## src/rtl/iterative_shift_unit_pkg.sv

```systemverilog
// Shared constants and types for the iterative shift unit.
// Latency: n/a (declarations only).
// Backpressure: n/a.
package iterative_shift_unit_pkg;

  localparam int ISU_DATA_WIDTH      = 32;
  localparam int ISU_SHAMT_WIDTH     = 5;
  localparam int ISU_STAGE_IDX_WIDTH = 3;

  localparam logic SHIFT_OP_SLL = 1'b0;
  localparam logic SHIFT_OP_SRA = 1'b1;

  // Highest stage index; the sequence runs 16, 8, 4, 2, 1.
  localparam logic [ISU_STAGE_IDX_WIDTH-1:0] ISU_FIRST_STAGE = 3'd4;

  typedef enum logic [1:0] {
    ST_IDLE  = 2'd0,
    ST_SHIFT = 2'd1,
    ST_DONE  = 2'd2
  } isu_state_t;

endpackage

```

## src/rtl/iterative_shift_unit_shift_stage_select.sv

```systemverilog
// One power-of-two shift stage (2^index), SLL zero fill or SRA sign fill.
// Latency: combinational.
// Backpressure: none; pure function of its inputs.
module shift_stage_select
  import iterative_shift_unit_pkg::*;
(
  input  logic [ISU_DATA_WIDTH-1:0]      i_operand,
  input  logic                           i_op,
  input  logic [ISU_STAGE_IDX_WIDTH-1:0] i_stage_idx,
  output logic [ISU_DATA_WIDTH-1:0]      o_shifted
);

  logic       w_sign;
  logic [31:0] w_sll16, w_sll8, w_sll4, w_sll2, w_sll1;
  logic [31:0] w_sra16, w_sra8, w_sra4, w_sra2, w_sra1;
  logic [31:0] w_st16, w_st8, w_st4, w_st2, w_st1;

  // Sign taken from the operand as it stands, so every SRA stage preserves it.
  assign w_sign = i_operand[31];

  assign w_sll16 = {i_operand[15:0], 16'd0};
  assign w_sll8  = {i_operand[23:0], 8'd0};
  assign w_sll4  = {i_operand[27:0], 4'd0};
  assign w_sll2  = {i_operand[29:0], 2'd0};
  assign w_sll1  = {i_operand[30:0], 1'b0};

  assign w_sra16 = {{16{w_sign}}, i_operand[31:16]};
  assign w_sra8  = {{8{w_sign}},  i_operand[31:8]};
  assign w_sra4  = {{4{w_sign}},  i_operand[31:4]};
  assign w_sra2  = {{2{w_sign}},  i_operand[31:2]};
  assign w_sra1  = {w_sign,       i_operand[31:1]};

  // Pick direction for each fixed-amount stage.
  always_comb begin
    w_st16 = w_sll16;
    w_st8  = w_sll8;
    w_st4  = w_sll4;
    w_st2  = w_sll2;
    w_st1  = w_sll1;
    case (i_op)
      SHIFT_OP_SLL: begin
        w_st16 = w_sll16;
        w_st8  = w_sll8;
        w_st4  = w_sll4;
        w_st2  = w_sll2;
        w_st1  = w_sll1;
      end
      SHIFT_OP_SRA: begin
        w_st16 = w_sra16;
        w_st8  = w_sra8;
        w_st4  = w_sra4;
        w_st2  = w_sra2;
        w_st1  = w_sra1;
      end
      default: ;
    endcase
  end

  // 5:1 stage mux; unused indices pass the operand through untouched.
  always_comb begin
    o_shifted = i_operand;
    case (i_stage_idx)
      3'd4:    o_shifted = w_st16;
      3'd3:    o_shifted = w_st8;
      3'd2:    o_shifted = w_st4;
      3'd1:    o_shifted = w_st2;
      3'd0:    o_shifted = w_st1;
      default: o_shifted = i_operand;
    endcase
  end

endmodule

```

## src/rtl/iterative_shift_unit.sv

```systemverilog
// Multicycle SLL/SRA unit: one power-of-two stage (16,8,4,2,1) per clock.
// Latency: fixed 5 clocks from start edge to the ready pulse, any shamt.
// Backpressure: busy stalls the pipeline; starts while shifting are ignored.
module iterative_shift_unit
  import iterative_shift_unit_pkg::*;
#(
  parameter int DATA_WIDTH  = ISU_DATA_WIDTH,
  parameter int SHAMT_WIDTH = ISU_SHAMT_WIDTH
) (
  input  logic                   clock,
  input  logic                   reset,
  input  logic                   ctrl_shift,
  input  logic                   shift_op,
  input  logic [DATA_WIDTH-1:0]  data_operandA,
  input  logic [SHAMT_WIDTH-1:0] ctrl_shiftamt,
  output logic [DATA_WIDTH-1:0]  data_result,
  output logic                   data_resultRDY,
  output logic                   busy
);

  isu_state_t                     r_state;
  logic [DATA_WIDTH-1:0]          r_work;
  logic [SHAMT_WIDTH-1:0]         r_shamt;
  logic                           r_op;
  logic [ISU_STAGE_IDX_WIDTH-1:0] r_cnt;
  logic [DATA_WIDTH-1:0]          r_result;
  logic                           r_rdy;
  logic                           r_busy;

  logic [DATA_WIDTH-1:0]          w_stage_out;
  logic                           w_stage_en;
  logic [DATA_WIDTH-1:0]          w_next_work;

  shift_stage_select u_stage (
    .i_operand   (r_work),
    .i_op        (r_op),
    .i_stage_idx (r_cnt),
    .o_shifted   (w_stage_out)
  );

  // Apply the current stage only when its shamt bit is set.
  assign w_stage_en  = r_shamt[r_cnt];
  assign w_next_work = w_stage_en ? w_stage_out : r_work;

  // Control FSM with all outputs registered; DONE doubles as an idle slot for back-to-back starts.
  always_ff @(posedge clock or posedge reset) begin
    if (reset) begin
      r_state  <= ST_IDLE;
      r_work   <= '0;
      r_shamt  <= '0;
      r_op     <= SHIFT_OP_SLL;
      r_cnt    <= '0;
      r_result <= '0;
      r_rdy    <= 1'b0;
      r_busy   <= 1'b0;
    end else begin
      r_rdy <= 1'b0;
      case (r_state)
        ST_IDLE, ST_DONE: begin
          if (ctrl_shift) begin
            r_work  <= data_operandA;
            r_shamt <= ctrl_shiftamt;
            r_op    <= shift_op;
            r_cnt   <= ISU_FIRST_STAGE;
            r_busy  <= 1'b1;
            r_state <= ST_SHIFT;
          end else begin
            r_busy  <= 1'b0;
            r_state <= ST_IDLE;
          end
        end
        ST_SHIFT: begin
          r_work <= w_next_work;
          if (r_cnt == '0) begin
            // Last stage result bypasses straight into the output register.
            r_result <= w_next_work;
            r_rdy    <= 1'b1;
            r_busy   <= 1'b0;
            r_state  <= ST_DONE;
          end else begin
            r_cnt <= r_cnt - 1'b1;
          end
        end
        default: begin
          r_busy  <= 1'b0;
          r_state <= ST_IDLE;
        end
      endcase
    end
  end

  assign data_result    = r_result;
  assign data_resultRDY = r_rdy;
  assign busy           = r_busy;

endmodule

```

## config.mk

```make
export PLATFORM = sky130hd
export DESIGN_NAME = iterative_shift_unit
export DESIGN_NICKNAME = d
export VERILOG_FILES = /design/src/rtl/iterative_shift_unit_pkg.sv /design/src/rtl/iterative_shift_unit_shift_stage_select.sv /design/src/rtl/iterative_shift_unit.sv
export SDC_FILE = /design/constraint.sdc
export NUM_CORES = 1
export LEC_CHECK = 0
export BUFFER_PORTS_ARGS = -buffer_cell sky130_fd_sc_hd__buf_2
export CAP_MARGIN = 5
export CORE_UTILIZATION = 39
export DETAILED_ROUTE_END_ITERATION = 8
export PLACE_DENSITY = 0.59
export SLEW_MARGIN = 30
export SYNTH_ARGS = -nofsm -noshare
export SYNTH_HDL_FRONTEND = slang
export SYNTH_SLANG_ARGS = --single-unit
```

## constraint.sdc

```tcl
create_clock -name clock -period 2.1 [get_ports clock]
set_input_delay 0.105 -clock clock [delete_from_list [all_inputs] [get_ports clock]]
set_output_delay 0.105 -clock clock [all_outputs]
set_load 0.03 [all_outputs]
```

# Word-level counts from Yosys, hierarchy flattened
# Cells that the tools add are included.
# classes
add_sub_neg	1
mul	0
div	0
magnitude_cmp	1
n_eq_ne	9
shift	0
muxes	22
bitwise_logic	1
n_reduce_logical	8
# ops
cell	n
case mux 32 bit (2 select lines)	6
case mux 32 bit (5 select lines)	1
two-way mux 32 bit	2
equality test 3 x 2 -> 1 bit, second input constant	2
two-way mux 1 bit	6
two-way mux 3 bit	2
!= test 2 bit, second input constant	3
case mux 3 bit (2 select lines)	1
AND reduction 2 bit	3
less-than comparator 3 x 4 -> 1 bit, second input constant	1
case mux 2 bit (2 select lines)	1
binary-select mux 1 bit (select 3 bit)	1
equality test 3 x 1 -> 1 bit, second input constant	1
equality test 3 bit, second input constant	1
zero test 3 bit	1
AND reduction 3 bit	1
subtractor 3 x 1 -> 3 bit, second input constant	1
equality test 2 x 1 -> 1 bit, second input constant	1
equality test 2 bit, second input constant	1
zero test 2 bit	1
two-way mux 2 bit	1
case mux 1 bit (2 select lines)	1
nonzero test 2 bit	1
OR reduction 2 bit	1
NOT 1 bit	1
# totals
regBits	77
latchBits	0
ramBits	0
romBits	0
inputBits	41
elab_cells	50
memories	0

# Logic depth before layout (Yosys ltp)
# depth
depth_word	5
ltp_mapped	10
depth_no_buf	7

# Hierarchy
# Synthesis repeated with hierarchy kept, for this count alone.
# unflattened
hier_cells	717
area_unflattened_um2	5729.2
# by_module_without_submodules
mod	n_inst	cells_each	area_per_inst_um2	seq_area_each_um2
iterative_shift_unit	1	307	3445.8	1926.8
shift_stage_select	1	410	2283.4	0.0

# Worst setup path after synthesis
# No wires, ideal clock.
# synth_path
path_type	reg-to-reg
start	register r_cnt[0]
end	register r_work[21]
setup_ns	0.123
arrival_ns	2.021
required_ns	1.977
setup_slack_ns	-0.044
stages_incl_launch_ff	10
path_buffers	2
path_cell_list	dfrtp_1 inv_1 ha_1 buf_2 nor3_1 o21ai_1 o211ai_1 buf_2 or4_1 o221a_2
# synth_between
elab_chain_len	4
elab_cells_between_ends	10
cone_classes	4 x eq/ne; 5 x mux; 1 x reduce/logical
# synth_rtl
item	line_no	text
start, declared	iterative_shift_unit.sv:25	logic [ISU_STAGE_IDX_WIDTH-1:0] r_cnt;
start signal, assigned	iterative_shift_unit.sv:81	r_cnt <= r_cnt - 1'b1;
equality test 3 x 1 -> 1 bit (tied with other cells)	iterative_shift_unit_shift_stage_select.sv:62	case (i_stage_idx)
case mux 32 bit (5 select lines) / two-way mux 1 bit (equally long branches)	iterative_shift_unit_shift_stage_select.sv:62, iterative_shift_unit.sv:42	
two-way mux 32 bit *	iterative_shift_unit.sv:43	assign w_next_work = w_stage_en ? w_stage_out : r_work;
case mux 32 bit (2 select lines) *	iterative_shift_unit.sv:58	case (r_state)
end signal, assigned	iterative_shift_unit.sv:61	r_work <= data_operandA;
end signal, assigned	iterative_shift_unit.sv:73	r_work <= w_next_work;
end, declared	iterative_shift_unit.sv:22	logic [DATA_WIDTH-1:0] r_work;
# Mark *: on every way between the ends. The rest lies on a longest branch, timed or not. The select of a mux whose other input is x is not followed.
# A chain may end at the register's enable or synchronous reset.

# Final worst setup path
# layout_path
start	register r_cnt[0]
end	register r_work[24]
# Same word-level chain as after synthesis.

==> flow_summary.ini <==
[clocking]
root_buffer = clkbuf_16
cts.path.max_buffers = 2
cts_made_buffers = 9
cts_sinks = 76
worstSkewPairLatency_ns = 0.35
htreeDepth = 3
cts_tree = done
path_clk_slew_ns = 0.06

[setup_path]
worstSetupStartpointType = flop
crit_type = flop to flop
critPathMaxStageDelay_ns = 0.51
path_cells = buf_6 > mux2i_2 > o32ai_4 > o211ai_1 > or4_1 > o221a_2
cp_max_fo = 6
crit_cells = 6
critPathSlowestCell = or4_1
path_delay_family = compound AO/OA/AOI/OAI gates
crit-reg2reg-launch = r_cnt[0]
worstReg2RegEnd = r_work[24]
cp.required_ns = 2.34
cp.arrival_ns = 2.38
r2r_cells = 6
critPathLaunch = r_cnt[0]
cp-endpoint = r_work[24]
r2r_slack_ns = -0.04
end_kind = flop
critPathBufInv = 1

[run]
maxCapViolations = 0

[die]
die_h_um = 119
pin_count = 75
core.rowCount = 42
start_util_pct = 40.1
die_x_um = 119
die_area_sq_um = 14200
core_area_sq_um = 13300

[routing]
viasPerCell = 6.27
drt-total-wl_um = 24500
antenna_left = 0
drc_errors = 0
drt_pass1_iterations = 5
drt-wirelength-per-cell_um = 24.5
first_iter_violations = 565
vias = 6281

[yosys]
ys.warnings.count = 0
synth_compound_area_share_pct = 37.1
synth.distinct_cells = 56
syn-num-nets = 690
synth.avg_cell_area_sq_um = 8.29
yosys-top-cells-area = dfrtp_1 (36%), a21oi_1 (7.6%), a221o_1 (5.4%)
synthAdderAreaFrac_pct = 1.17
yosysSeqAreaShare_pct = 35.6
synth_top_family_by_area = compound AO/OA/AOI/OAI gates
netlist_area_sq_um = 5340
synth_top_area_share_pct = 35.6
synth-edff-count = 0
async_reset_ff_share_pct = 100
ys.flop_type = dfrtp_1
ys_ff_latch = 76
synth_simple_gate_area_share_pct = 18.1
synth_area_leader_cell = dfrtp_1
synthMuxAreaShare_pct = 1.69
synthXorXnorAreaFrac_pct = 0
synth_cells = 644

[sta]
hold_ws_ns = 0.00150
min_period_over_period_pct = 102
skew_ns = 0.00641
worst_pin_slew_ns = 0.705
fin_setup_tns_ns = -0.124
setup_viol = 4
postLayoutSetupSlackWorst_ns = -0.0419
hold_viol_final = 0
final_max_slew_viol_count = 0
maxSlewHeadroom_pct = 53.0
fmax_mhz = 467
period_needed_ns = 2.14
rsz0062_at_grt = yes

[global_route]
grt.overflow.total = 0
antenna_found_initial = 0
grt.total_usage_pct = 35.4
grt_pass1_wl_um = 37300
grt_pass1_vias = 6169
grt_max_degree = 46

[layout]
stdcell_area_sq_um = 7640
drive_gt1_share_pct = 33.8
final_cell_mix = buf_4 (108), a21oi_1 (81), buf_2 (75), dfrtp_1 (73), nand2_1 (64)
nFillCells = 1224
antenna_cells = 0
final_common_cell = buf_4
nNetsFinal = 867
regArea_sq_um = 1910
multi_input_area_sq_um = 3320
area_delta_synth_final_pct = 43.1

[power]
cellLeakagePower_nw = 3.28
p_total_mw = 14.1
max-vdd-ir-drop_mv = 0.823
power_density_nw_per_um2 = 1840

[placement]
place_congestion = 0.972
hpwlAfterDp_um = 18100
placed_area_sq_um = 6750
portBuffers = 74

[outcome]
outcome = finished with violations
violations = setup timing

[min_path]
hp-class = input port to flop
sequential cells by signal, indices dropped and copies added, names as in the netlist:
| name | flops |
|---|---|
| busy | 1 |
| data_result | 32 |
| data_resultRDY | 1 |
| r_cnt | 3 |
| r_op | 1 |
| r_shamt | 5 |
| r_state | 1 |
| r_work | 32 |
worst min-delay path by stage:
stage | cells after the start | end | slack (ns) | from
global route | 2 | r_work[3] | 0.02 | data_operandA[3]
CTS | 2 | r_work[3] | 0.001 | data_operandA[3]
floorplan | 2 | r_shamt[0] | 0.21 | ctrl_shiftamt[0]
finish | 2 | r_work[3] | 0.001 | data_operandA[3]
detailed placement | 2 | data_result[28] | 0.23 | reset
global placement | 2 | data_result[28] | 0.21 | reset
timing repair:
action	CTS	global route
gates cloned	1	2
endpoints found under the hold margin	56	0
pin swaps	6	3
resized for setup	26	31
hold buffers	20	0
endpoints found under the setup margin	34	60
buffers inserted	6	3
synthesized netlist by cell type (9+ instances only):
cell type and number:
a21oi_1 81, clkbuf_1 29, nand3_1 10, nand2b_1 25
nor2b_1 14, a22oi_1 22, o21ai_0 30, buf_2 26
nand2_1 65, nor2_1 32, a221o_1 29, a21o_1 13
inv_1 12, dfrtp_1 76, o21ai_1 12, o211ai_1 14
mux2i_1 9, nor3_1 28, o22ai_1 15
report_power, final:
group	internal (mW)	total (mW)	leakage, nW	switching [mW]
logic	4.00	9.27	2.18	5.27
registers	2.12	3.09	0.946	0.972
clock network	1.07	1.71	0.159	0.642
layout make-up:
type	count	share of cell area [%]
Multi-Input combinational cell	491	43.5
Inverter	15	0.868
Sequential cell	76	25.0
Tap cell	176	2.88
Clock buffer	11	3.18
Clock inverter	5	0.983
Timing Repair Buffer	228	23.6
per-stage QoR:
step	setup WS, ns	utilization [%]	instances
floorplan	-0.00327	-	644
global placement	-0.0739	50.8	954
detailed placement	-0.155	50.8	954
CTS	-0.0208	55.8	997
global route	-0.0879	57.4	1002
finish	-0.0419	57.4	1002
kinds of logic (layout without fill, tap and decap cells):
kind of cell	after synthesis	count (layout)
AO/OA/AOI/OAI	278	278
AND/OR/NAND/NOR	199	199
buffers and inverters	77	259
flip-flops	76	76
multiplexers	9	9
adder cells (fa/ha/maj)	5	5
metal layers:
metal  vias up  global-route usage, %  wire length [um]
met5         -                      0                 0
met4         0                   15.3               728
met3        52                   4.74              1640
met2       306                   56.1             11500
met1      3114                   48.3             10700
li1       2809                      -                 -
Note: power is estimated with default switching activity, not from simulation.
